File: config.mk
export PLATFORM = sky130hd
export DESIGN_NAME = inst_fetch_flat
export DESIGN_NICKNAME = d
export VERILOG_FILES = /design/src/rtl/inst_fetch_if.sv /design/src/rtl/inst_fetch.sv /design/src/flat_wrapper.sv
export SDC_FILE = /design/constraint.sdc
export NUM_CORES = 1
export LEC_CHECK = 0
export BUFFER_PORTS_ARGS = -buffer_cell sky130_fd_sc_hd__buf_2
export CELL_PAD_IN_SITES_DETAIL_PLACEMENT = 0
export CELL_PAD_IN_SITES_GLOBAL_PLACEMENT = 2
export CORE_MARGIN = 2
export CORE_UTILIZATION = 38
export CTS_BUF_LIST = sky130_fd_sc_hd__clkbuf_2 sky130_fd_sc_hd__clkbuf_4 sky130_fd_sc_hd__clkbuf_8
export CTS_CLUSTER_DIAMETER = 80
export DETAILED_ROUTE_END_ITERATION = 8
export HOLD_SLACK_MARGIN = 0.02
export PLACE_DENSITY_LB_ADDON = 0.1
export SLEW_MARGIN = 20
export SYNTH_ARGS = -nofsm -noshare
export SYNTH_HDL_FRONTEND = slang
export SYNTH_SLANG_ARGS = --single-unit
export TNS_END_PERCENT = 100
File: constraint.sdc
create_clock -name clk -period 6.2 [get_ports clk]
set_input_delay 0.93 -clock clk [delete_from_list [all_inputs] [get_ports clk]]
set_output_delay 0.93 -clock clk [all_outputs]
set_load 0.05 [all_outputs]
File: src/rtl/inst_fetch_if.sv
// Fetch-side bus bundle: instruction memory port, execute redirect, and decode handshake.
interface inst_fetch_if;
    logic [31:0] imem_addr;
    logic [31:0] imem_dout;
    logic        redirect_valid;
    logic [31:0] redirect_pc;
    logic        out_valid;
    logic        out_ready;
    logic [31:0] out_inst;
    logic [31:0] out_pc;
    logic [31:0] fetch_count;

    modport master (
        output imem_addr,
        input  imem_dout,
        input  redirect_valid,
        input  redirect_pc,
        output out_valid,
        input  out_ready,
        output out_inst,
        output out_pc,
        output fetch_count
    );

    modport slave (
        input  imem_addr,
        output imem_dout,
        output redirect_valid,
        output redirect_pc,
        input  out_valid,
        output out_ready,
        input  out_inst,
        input  out_pc,
        input  fetch_count
    );
endinterface

File: src/rtl/inst_fetch.sv
// Instruction fetch unit: PC register, zero-latency imem read, small fetch queue
// toward decode, and redirect-driven flush.
module inst_fetch #(
    parameter logic [31:0] RESET_PC = 32'h0000_0000,
    parameter int unsigned DEPTH    = 2
) (
    input  logic         clk,
    input  logic         rst,
    inst_fetch_if.master bus
);
    localparam int unsigned PTR_W   = (DEPTH > 1) ? $clog2(DEPTH) : 1;
    localparam int unsigned CNT_W   = $clog2(DEPTH) + 1;
    localparam logic [CNT_W-1:0] DEPTH_C = CNT_W'(DEPTH);
    localparam logic [31:0] PC_INIT = {RESET_PC[31:2], 2'b00};

    logic [31:0]      pc_q, pc_d;
    logic [PTR_W-1:0] head_q, head_d;
    logic [PTR_W-1:0] tail_q, tail_d;
    logic [CNT_W-1:0] count_q, count_d;
    logic [31:0]      fcount_q, fcount_d;
    logic             out_valid_q, out_valid_d;
    logic [31:0]      out_inst_q, out_inst_d;
    logic [31:0]      out_pc_q, out_pc_d;

    logic [31:0]      inst_mem [DEPTH];
    logic [31:0]      pc_mem   [DEPTH];

    logic             pop;
    logic             can_push;
    logic             push;

    assign bus.imem_addr   = pc_q;
    assign bus.out_valid   = out_valid_q;
    assign bus.out_inst    = out_inst_q;
    assign bus.out_pc      = out_pc_q;
    assign bus.fetch_count = fcount_q;

    // Next-state: redirect flushes and retargets, otherwise fetch and drain in parallel.
    always_comb begin
        pc_d        = pc_q;
        head_d      = head_q;
        tail_d      = tail_q;
        count_d     = count_q;
        fcount_d    = fcount_q;
        out_valid_d = out_valid_q;
        out_inst_d  = out_inst_q;
        out_pc_d    = out_pc_q;
        push        = 1'b0;
        pop         = out_valid_q & bus.out_ready;
        can_push    = (count_q < DEPTH_C) | pop;

        if (bus.redirect_valid) begin
            pc_d        = {bus.redirect_pc[31:2], 2'b00};
            head_d      = '0;
            tail_d      = '0;
            count_d     = '0;
            out_valid_d = 1'b0;
        end else begin
            push = can_push;
            if (push) begin
                pc_d     = pc_q + 32'd4;
                tail_d   = tail_q + PTR_W'(1);
                fcount_d = fcount_q + 32'd1;
            end
            if (pop) begin
                head_d = head_q + PTR_W'(1);
            end
            count_d     = count_q + CNT_W'(push) - CNT_W'(pop);
            out_valid_d = (count_d != '0);
            // Head is either the entry being written this edge (queue drained) or stored.
            if (count_d != '0) begin
                if (count_q == CNT_W'(pop)) begin
                    out_inst_d = bus.imem_dout;
                    out_pc_d   = pc_q;
                end else begin
                    out_inst_d = inst_mem[head_d];
                    out_pc_d   = pc_mem[head_d];
                end
            end
        end
    end

    always_ff @(posedge clk or posedge rst) begin
        if (rst) begin
            pc_q        <= PC_INIT;
            head_q      <= '0;
            tail_q      <= '0;
            count_q     <= '0;
            fcount_q    <= '0;
            out_valid_q <= 1'b0;
            out_inst_q  <= '0;
            out_pc_q    <= '0;
        end else begin
            pc_q        <= pc_d;
            head_q      <= head_d;
            tail_q      <= tail_d;
            count_q     <= count_d;
            fcount_q    <= fcount_d;
            out_valid_q <= out_valid_d;
            out_inst_q  <= out_inst_d;
            out_pc_q    <= out_pc_d;
        end
    end

    // Queue storage needs no reset: occupancy alone decides which entries are live.
    always_ff @(posedge clk) begin
        if (push) begin
            inst_mem[tail_q] <= bus.imem_dout;
            pc_mem[tail_q]   <= pc_q;
        end
    end
endmodule

File: src/flat_wrapper.sv
// flat-port wrapper written by rule: the top's interface ports become plain ports
module inst_fetch_flat 
#(
    parameter logic [31:0] RESET_PC = 32'h0000_0000,
    parameter int unsigned DEPTH    = 2
)
  (clk, rst, bus_imem_addr, bus_imem_dout, bus_redirect_valid, bus_redirect_pc, bus_out_valid, bus_out_ready, bus_out_inst, bus_out_pc, bus_fetch_count);
  inst_fetch_if bus_i ();
  input  logic clk;
  input  logic rst;
  output wire logic [$bits(bus_i.imem_addr)-1:0] bus_imem_addr;
  input wire logic [$bits(bus_i.imem_dout)-1:0] bus_imem_dout;
  input wire logic [$bits(bus_i.redirect_valid)-1:0] bus_redirect_valid;
  input wire logic [$bits(bus_i.redirect_pc)-1:0] bus_redirect_pc;
  output wire logic [$bits(bus_i.out_valid)-1:0] bus_out_valid;
  input wire logic [$bits(bus_i.out_ready)-1:0] bus_out_ready;
  output wire logic [$bits(bus_i.out_inst)-1:0] bus_out_inst;
  output wire logic [$bits(bus_i.out_pc)-1:0] bus_out_pc;
  output wire logic [$bits(bus_i.fetch_count)-1:0] bus_fetch_count;
  assign bus_imem_addr = bus_i.imem_addr;
  assign bus_i.imem_dout = bus_imem_dout;
  assign bus_i.redirect_valid = bus_redirect_valid;
  assign bus_i.redirect_pc = bus_redirect_pc;
  assign bus_out_valid = bus_i.out_valid;
  assign bus_i.out_ready = bus_out_ready;
  assign bus_out_inst = bus_i.out_inst;
  assign bus_out_pc = bus_i.out_pc;
  assign bus_fetch_count = bus_i.fetch_count;
  inst_fetch #(.RESET_PC(RESET_PC), .DEPTH(DEPTH)) u_core (.clk(clk), .rst(rst), .bus(bus_i));
endmodule
==> metrics.yaml, run 1 <==
outcome:
  status: "completed"
setup_path:
  required_ns: 6.63
  crit_type: "input port to register"
  crit_arrival_ns: 3.69
  cp-end-kind: "register"
  r2r_slack_ns: 3.00
  critical_path.max_fanout: 28
  start_kind: "input port"
timing:
  slew_violations: 0
  tightest_slew_ns: 1.021
  maxClockFrequency_mhz: 307.0
  finalCritPeriodShare_pct: 52.54
  finalSetupViolCount: 0
  finalHoldViolCount: 0
  period_needed_ns: 3.258
  rsz0062_at_grt: "no"
  relSlewSlack_pct: 31.84
  fin_tns_setup_ns: 0
  finalClockSkew_ns: 0.01903
clocking:
  cts_num_sinks: 253
  cts-root-buf: "clkbuf_8"
  cts_tree: "yes"
  cts-buffers-inserted: 45
  clock_path_buffers: 3
  cts.repair.resized: 0
  hold_buffers: 0
  path_clk_slew_ns: 0.06
  postCtsSetupBuffers: 0
  clk_latency_ns: 0.55
  cts_max_level: 2
layout:
  final_cell_mix: "buf_2, dfrtp_1, edfxtp_1"
  n_fill_cell: 2695
  antenna-diode-count: 0
  final_common_cell: "buf_2"
  areaGrowthSynthToFinish_pct: 20.36
  nets: 1183
  drive_gt1_share_pct: 25.98
global_route:
  grt_pass1_wl_um: 45940
  track_usage_pct: 19.18
  grt_max_degree: 91
  grt_overflow: 0
  grt_pass1_vias: 7973
  antenna_found_initial: 0
logic_synthesis:
  synth_top_area_share_pct: 34.17
  avgSynthCellArea_um2: 11.77
  synthFlopType: "dfrtp_1"
  synth-edff-count: 124
  synth_seq_cells: 253
  synth_cells: 926
  synthTopCellsByArea: "edfxtp_1, dfrtp_1, o31ai_1"
  async_flop_share_pct: 50.99
  yosysTopAreaCell: "edfxtp_1"
  yosys_warnings: 0
  synth-seq-area-share_pct: 63.79
  syn_area_um2: 10900
  synth_cell_types: 53
floorplan:
  die_area_um2: 30050
  start_util_pct: 38.91
  die_w_um: 173.4
  die_y_um: 173.4
  core_um2: 28010
  rows: 61
  pin_count: 197
place:
  place_congestion: 0.7575
  dp_hpwl_um: 17260
  port_buffers: 190
route:
  route.vias.total: 8022
  viasPerCell: 5.260
  final_antenna_net_count: 0
  drc: 0
  firstDrtPassIters: 5
  drt-total-wl_um: 29110
  wl_per_cell_um: 19.09
  drtIter0Drc: 523
power:
  peakVddDrop_v: 0.0002443
  power_leakage_nw: 5.509
  finalPower_mw: 6.810
  powerDensity_nw_per_um2: 519.2
run:
  drv_cap: 0
min_path:
  worstHoldPathType: "register to register"
==> per-layer routing <==
metal | vias up | global-route usage [%] | wire (um)
met2 | 230 | 30.27 | 13590
li1 | 3830 | - | -
met1 | 3910 | 26.69 | 13140
met4 | 0 | 5.261 | 617
met3 | 52 | 4.342 | 1758
met5 | - | 0 | 0
==> kinds of logic (layout without fill, tap and decap cells) <==
group           count (synthesis)  count (layout)  share of synthesized area [%]
compound gates                178             178                          11.83
simple gates                  368             368                          17.29
xor+xnor                       42              42                          3.513
flops                         253             253                          63.79
mux                             2               2                         0.1952
buf+inv                        78             296                          2.893
fa+ha+maj                       4               4                         0.4593
other cells                     1               4                        0.03441
==> flip-flops by register name (all words and copies together) (netlist names) <==
register	count
u_core.tail_q	1
u_core.bus.imem_addr	30
u_core.count_q	2
u_core.bus.out_pc	30
u_core.bus.out_valid	1
u_core.inst_mem	64
u_core.pc_mem	60
u_core.bus.out_inst	32
u_core.head_q	1
u_core.bus.fetch_count	32
==> per-stage QoR <==
stage | hold WS [ns] | util (%) | area [um^2] | instances | worst slack, ns
after detailed placement | 0.4571 | 43.55 | 12200 | 1441 | 1.986
after global routing | 0.4869 | 46.83 | 13120 | 1525 | 2.667
after floorplan | 0.5428 | - | 10910 | 929 | 1.732
after CTS | 0.4672 | 46.73 | 13090 | 1524 | 2.543
after global placement | 0.4506 | 43.55 | 12200 | 1441 | 2.036
final | 0.4651 | 46.83 | 13120 | 1525 | 2.942
==> final timing paths <==
check | startpoint | endpoint | depth (start not counted)
worst min register to register | u_core.bus.out_inst[8] | u_core.bus.out_inst[8] | 2
max in group asynchronous | rst | u_core.bus.imem_addr[23] | 3
min in group asynchronous | rst | u_core.bus.out_inst[28] | 2
worst max register to register | u_core.count_q[1] | u_core.bus.out_pc[27] | 9
worst max-delay path | bus_out_ready | u_core.bus.out_pc[27] | 10
worst min-delay path | u_core.bus.out_inst[8] | u_core.bus.out_inst[8] | 2
==> synthesized netlist by cell type, drive strengths merged, types with 2 or more instances <==
master / instances
a211oi: 62
a21boi: 2
a21oi: 2
a22oi: 3
a31oi: 13
and2: 6
and3: 69
and4: 7
buf: 15
clkbuf: 52
dfrtp: 129
edfxtp: 124
ha: 4
inv: 11
nand2: 96
nand2b: 2
nand3: 25
nand4: 21
nor2: 86
nor2b: 5
nor3: 10
nor4: 13
nor4b: 3
o21ai: 14
o31ai: 78
or2: 4
or4: 15
or4b: 2
xnor2: 21
xor2: 20
==> worst max-delay path, stage by stage <==
cell and delay [ns]:
buf_2 0.12, a21boi_2 0.78, inv_2 0.28, ha_1 0.27
xor3_1 0.23, o21ai_4 0.43, buf_16 0.23, buf_4 0.25
nand2_1 0.08, o31ai_1 0.07
==> final cells by class <==
class	count	area (um^2)	area share [%]
inverters	11	46.29	0.3530
clock inverters	15	72.57	0.5533
flip-flops and latches	253	6952	53.00
multi-input cells	598	3682	28.07
repair buffers	202	1074	8.185
clock buffers	68	817.0	6.229
well taps	378	473.0	3.606
==> where the power goes <==
part	internal [mW]	switching, mW
sequential	2.23	0.244
combinational	0.740	2.07
clock	0.844	0.678
total	3.82	2.99
No activity file was read; power rests on OpenSTA's default activity.
==> run 2, diff against run 1 <==
--- a/config.mk
+++ b/config.mk
@@ -9,7 +9,7 @@
 export CELL_PAD_IN_SITES_DETAIL_PLACEMENT = 0
 export CELL_PAD_IN_SITES_GLOBAL_PLACEMENT = 2
 export CORE_MARGIN = 2
-export CORE_UTILIZATION = 38
+export CORE_UTILIZATION = 34
 export CTS_BUF_LIST = sky130_fd_sc_hd__clkbuf_2 sky130_fd_sc_hd__clkbuf_4 sky130_fd_sc_hd__clkbuf_8
 export CTS_CLUSTER_DIAMETER = 80
 export DETAILED_ROUTE_END_ITERATION = 8
==> constraint.sdc (replaced) <==
create_clock -name clk -period 2.95 [get_ports clk]
set_input_delay 0.4425 -clock clk [delete_from_list [all_inputs] [get_ports clk]]
set_output_delay 0.4425 -clock clk [all_outputs]
set_load 0.05 [all_outputs]
==> metrics.yaml, run 2 (synthesized netlist as in run 1, its figures left out) <==
route:
  drt-total-wl_um: 30530
  final_antenna_net_count: 0
  wl_per_cell_um: 19.37
  firstDrtPassIters: 5
  viasPerCell: 5.180
  route.vias.total: 8163
  drc: 0
  drtIter0Drc: 326
run:
  drv_cap: 0
timing:
  finalSetupViolCount: 0
  tightest_slew_ns: 0.7358
  finalClockSkew_ns: 0.01596
  fin_tns_setup_ns: 0
  relSlewSlack_pct: 50.95
  finalHoldViolCount: 0
  rsz0062_at_grt: "no"
  maxClockFrequency_mhz: 406.4
  finalCritPeriodShare_pct: 83.40
  period_needed_ns: 2.460
  holdWs_ns: 0.08656
  slew_violations: 0
clocking:
  cts-root-buf: "clkbuf_8"
  cts_max_level: 2
  clock_path_buffers: 3
  path_clk_slew_ns: 0.06
  cts_num_sinks: 253
  cts-buffers-inserted: 46
  clk_latency_ns: 0.55
  cts_tree: "yes"
  cts.repair.resized: 0
global_route:
  grt_pass1_vias: 8210
  grt_max_degree: 64
  grt_pass1_wl_um: 47820
  grt_overflow: 0
  track_usage_pct: 18.35
  antenna_found_initial: 2
layout:
  register_area_um2: 6953
  areaGrowthSynthToFinish_pct: 23.46
  final_cell_mix: "buf_2, dfrtp_1, edfxtp_1"
  top_register: "u_core.inst_mem"
  final_common_cell: "buf_2"
  final_area_um2: 13450
  nets: 1206
  post-route-util_pct: 42.64
  largestRegisters: "u_core.inst_mem (64), u_core.pc_mem (60)"
  drive_gt1_share_pct: 27.65
  largest_register_ffs: 64
  multi_input_area_um2: 3682
  n_fill_cell: 3118
place:
  dp_hpwl_um: 19530
  dpl_cell_area_um2: 12530
  port_buffers: 190
  place_congestion: 0.7867
setup_path:
  path_common_cell: "ha_1"
  slowest_delay_ns: 0.48
  cp_cell_sequence: "and2_1 -> ha_1 -> inv_1 -> ha_1 -> xor3_1 -> o21ai_4 -> buf_12 -> nand2_1 -> o31ai_1"
  reg2reg_depth: 9
  critical_path.max_fanout: 27
  required_ns: 3.40
  start_kind: "register"
  crit_type: "register to register"
  crit_family: "compound AO/OA/AOI/OAI gates"
  crit_arrival_ns: 2.91
  crit_slowest_cell: "o21ai_4"
  crit_cells: 9
  worst-path-buf-inv: 2
  cp-end-kind: "register"
floorplan:
  start_util_pct: 34.54
  pin_count: 197
  die_w_um: 183.0
  core_um2: 31560
  die_area_um2: 33500
  rows: 65
  die_y_um: 183.0
power:
  powerDensity_nw_per_um2: 1091
  peakVddDrop_v: 0.0006280
  power_leakage_nw: 5.658
min_path:
  holdPathStages: 1
  worstHoldPathType: "input port to register"
outcome:
  status: "completed"
==> run 2: cell types whose count changed in the layout (fill, tap and decap cells not counted), moves of 2 or more <==
| cell | change |
|---|---|
| buf_12 | +11 |
| diode_2 | +2 |
| clkinv_2 | +3 |
| clkinvlp_4 | +3 |
| buf_4 | +11 |
==> run 2: routing by layer <==
layer | global-route usage [%] | share of wire [%]
met1 | 24.70 | 46
met2 | 30.09 | 47
met3 | 3.793 | 5.0
met4 | 5.248 | 2.3
met5 | 0 | 0
==> run 2: cell type report <==
type | count | share of cell area (%)
Clock inverter | 18 | 0.6696
Sequential cell | 253 | 51.68
Antenna cell | 2 | 0.03720
Clock buffer | 68 | 6.073
Multi-Input combinational cell | 598 | 27.37
Inverter | 11 | 0.3348
Tap cell | 402 | 3.738
Timing Repair Buffer | 224 | 10.10
==> run 2: through the flow <==
step	cells	total power [mW]	setup slack, ns
CTS	1574	14.95	0.4428
floorplan	929	9.565	0.01069
finish	1576	14.67	0.4896
detailed placement	1487	11.62	0.3526
global route	1575	15.59	0.3228
global placement	1487	11.57	0.3721
==> run 2: report_power, final <==
group          switching, mW  total (mW)  leakage (nW)  internal, mW
sequential             0.502        5.19          2.73          4.69
combinational           4.43        6.23          2.44          1.80
clock                   1.47        3.25         0.487          1.78
==> run 2: worst reg2reg max path: stages (launching register included) <==
cell,delay [ns]
dfrtp_2,0.43
and2_1,0.17
ha_1,0.30
inv_1,0.13
ha_1,0.17
xor3_1,0.27
o21ai_4,0.48
buf_12,0.26
nand2_1,0.09
o31ai_1,0.07
==> run 2: final timing paths <==
kind | end | start | slack (ns)
min | u_core.inst_mem[0][7] | bus_imem_dout[7] | 0.09
min in group asynchronous | u_core.bus.imem_addr[4] | rst | 0.36
max in group asynchronous | u_core.bus.out_valid | rst | 1.60
min reg2reg | u_core.bus.out_inst[13] | u_core.bus.out_inst[13] | 0.47
max reg2reg | u_core.bus.out_pc[23] | u_core.bus.out_valid | 0.49
max | u_core.bus.out_pc[23] | u_core.bus.out_valid | 0.49
==> run 2: repair_timing <==
item                                   CTS  global route
endpoints found under the hold margin    7             0
buffers inserted                         0             0
hold buffers                             1             0
==> run 3, diff against run 2 <==
==> constraint.sdc (replaced) <==
create_clock -name clk -period 2.05 [get_ports clk]
set_input_delay 0.3075 -clock clk [delete_from_list [all_inputs] [get_ports clk]]
set_output_delay 0.3075 -clock clk [all_outputs]
set_load 0.05 [all_outputs]
==> metrics.yaml, run 3 (synthesized netlist as in run 1, its figures left out) <==
layout:
  multi_input_area_um2: 4021
  final_common_cell: "buf_2"
  post-route-util_pct: 47.67
  areaGrowthSynthToFinish_pct: 38.03
  nets: 1318
  final_area_um2: 15040
  n_fill_cell: 2952
  antenna-diode-count: 0
  drive_gt1_share_pct: 35.28
  finalNonFillerCells: 1686
  register_area_um2: 6979
  largestRegisters: "u_core.inst_mem (64), u_core.pc_mem (60)"
  top_register: "u_core.inst_mem"
  final_cell_mix: "buf_2, edfxtp_1, dfrtp_1"
  largest_register_ffs: 64
floorplan:
  pin_count: 197
  core_um2: 31560
  die_y_um: 183.0
  start_util_pct: 34.54
  die_w_um: 183.0
  die_area_um2: 33500
  rows: 65
run:
  drv_cap: 0
timing:
  slew_violations: 0
  holdWs_ns: 0.05681
  maxClockFrequency_mhz: 472.0
  fin_ws_ns: -0.06874
  finalClockSkew_ns: 0.03071
  finalHoldViolCount: 0
  rsz0062_at_grt: "yes"
  relSlewSlack_pct: 55.54
  finalSetupViolCount: 14
  period_needed_ns: 2.119
  finalCritPeriodShare_pct: 103.4
  tightest_slew_ns: 0.6656
  fin_tns_setup_ns: -0.2642
power:
  finalPower_mw: 23.40
  p_int_mw: 13.31
  netSwitchingFraction_pct: 43.12
  powerDensity_nw_per_um2: 1556
  peakVddDrop_v: 0.0006628
  power_frac_comb_pct: 47.3
  pwr-share-seq_pct: 31.7
  power_leakage_nw: 6.307
  p_switching_mw: 10.09
  clkPwrFrac_pct: 21.1
route:
  firstDrtPassIters: 4
  drc: 0
  route.vias.total: 8637
  wl_per_cell_um: 19.61
  final_antenna_net_count: 0
  drtIter0Drc: 418
  viasPerCell: 5.123
  drt-total-wl_um: 33060
place:
  dp_hpwl_um: 20320
  port_buffers: 190
  dp.cells: 1527
  dpl_cell_area_um2: 12910
  dp_slack_ns: -0.3167
  place_congestion: 0.7465
setup_path:
  required_ns: 2.51
  crit_arrival_ns: 2.58
  critical_path.max_fanout: 7
  crit_cells: 10
  worst-path-buf-inv: 4
  reg2reg_depth: 10
  crit_slowest_cell: "dfrtp_2"
  cp-end-kind: "register"
  r2r-end: "u_core.bus.out_inst[3]"
  cp_cell_sequence: "and2_4 -> ha_4 -> inv_4 -> ha_4 -> xor3_1 -> o21ai_4 -> buf_12 -> buf_12 -> clkbuf_16 -> o31ai_2"
  crit_family: "buffers and inverters"
  crit_type: "register to register"
  cp-endpoint: "u_core.bus.out_inst[3]"
  slowest_delay_ns: 0.40
  r2r-start: "u_core.bus.out_valid"
  r2r_slack_ns: -0.07
  start_kind: "register"
  worstSetupStartpoint: "u_core.bus.out_valid"
clocking:
  clk_latency_ns: 0.56
  cts_max_level: 2
  cts_num_sinks: 253
  cts-buffers-inserted: 46
  path_clk_slew_ns: 0.06
  cts_tree: "yes"
  cts-root-buf: "clkbuf_8"
  clock_path_buffers: 3
global_route:
  grt_overflow: 0
  grt_max_degree: 63
  antenna_found_initial: 0
  track_usage_pct: 19.40
  grt_pass1_wl_um: 50450
  grt_pass1_vias: 8588
outcome:
  violations: "setup timing"
  status: "complete, but fails checks"
min_path:
  worstHoldPathType: "input port to register"
## run 3: cell types whose count changed in the layout (fill, tap and decap cells not counted), sizes merged
cell	previous run	this run
dlygate4sd3	1	56
clkbuf	68	77
bufinv	0	1
diode	2	0
buf	223	278
clkinv	15	7
## run 3: per-layer routing
layer,global-route usage (%),part of all wire [%],routed length [um]
met3,3.654,4.9,1622
met4,4.608,1.7,559
met1,26.31,46,15130
met5,0,0,0
met2,32.29,48,15740
## run 3: area by class of cell
cell class                 instances  area share, %
timing repair buffer             336          16.83
inverter                          11         0.3161
tap                              402          3.344
clock buffer                      75          5.823
sequential                       253          46.40
clock inverter                    11         0.5573
multi-input combinational        598          26.73
## run 3: how the worst min path moves through the flow
stage | depth (start not counted) | slack, ns | start | to
after global placement | 2 | 0.43 | rst | u_core.bus.fetch_count[5]
after floorplan | 0 | 0.41 | bus_imem_dout[0] | u_core.inst_mem[0][0]
final | 3 | 0.06 | bus_redirect_pc[28] | u_core.bus.imem_addr[28]
after CTS | 3 | 0.02 | bus_redirect_pc[22] | u_core.bus.imem_addr[22]
after global routing | 3 | 0.05 | bus_redirect_pc[16] | u_core.bus.imem_addr[16]
after detailed placement | 2 | 0.43 | rst | u_core.bus.fetch_count[5]
## run 3: worst register-to-register path: stages, from the launching register on
cell	delay, ns
dfrtp_2	0.40
and2_4	0.14
ha_4	0.28
inv_4	0.04
ha_4	0.14
xor3_1	0.25
o21ai_4	0.08
buf_12	0.17
buf_12	0.13
clkbuf_16	0.17
o31ai_2	0.22
## run 3: timing repair
item,in CTS,in global routing
gates cloned,5,3
setup endpoints to repair,64,75
endpoints found under the hold margin,106,0
hold buffers,56,0
buffers inserted,3,6
pin swaps,4,17
gates resized for setup,29,40
## run 3: power groups by stage
stage,Sequential (mW),Clock (mW),Combinational (mW)
final,7.41,4.93,11.1
after global routing,7.56,5.33,11.9
after CTS,7.42,5.08,10.5
after detailed placement,7.51,0,9.43
after global placement,7.47,0,9.37
after floorplan,10.1,0,3.92
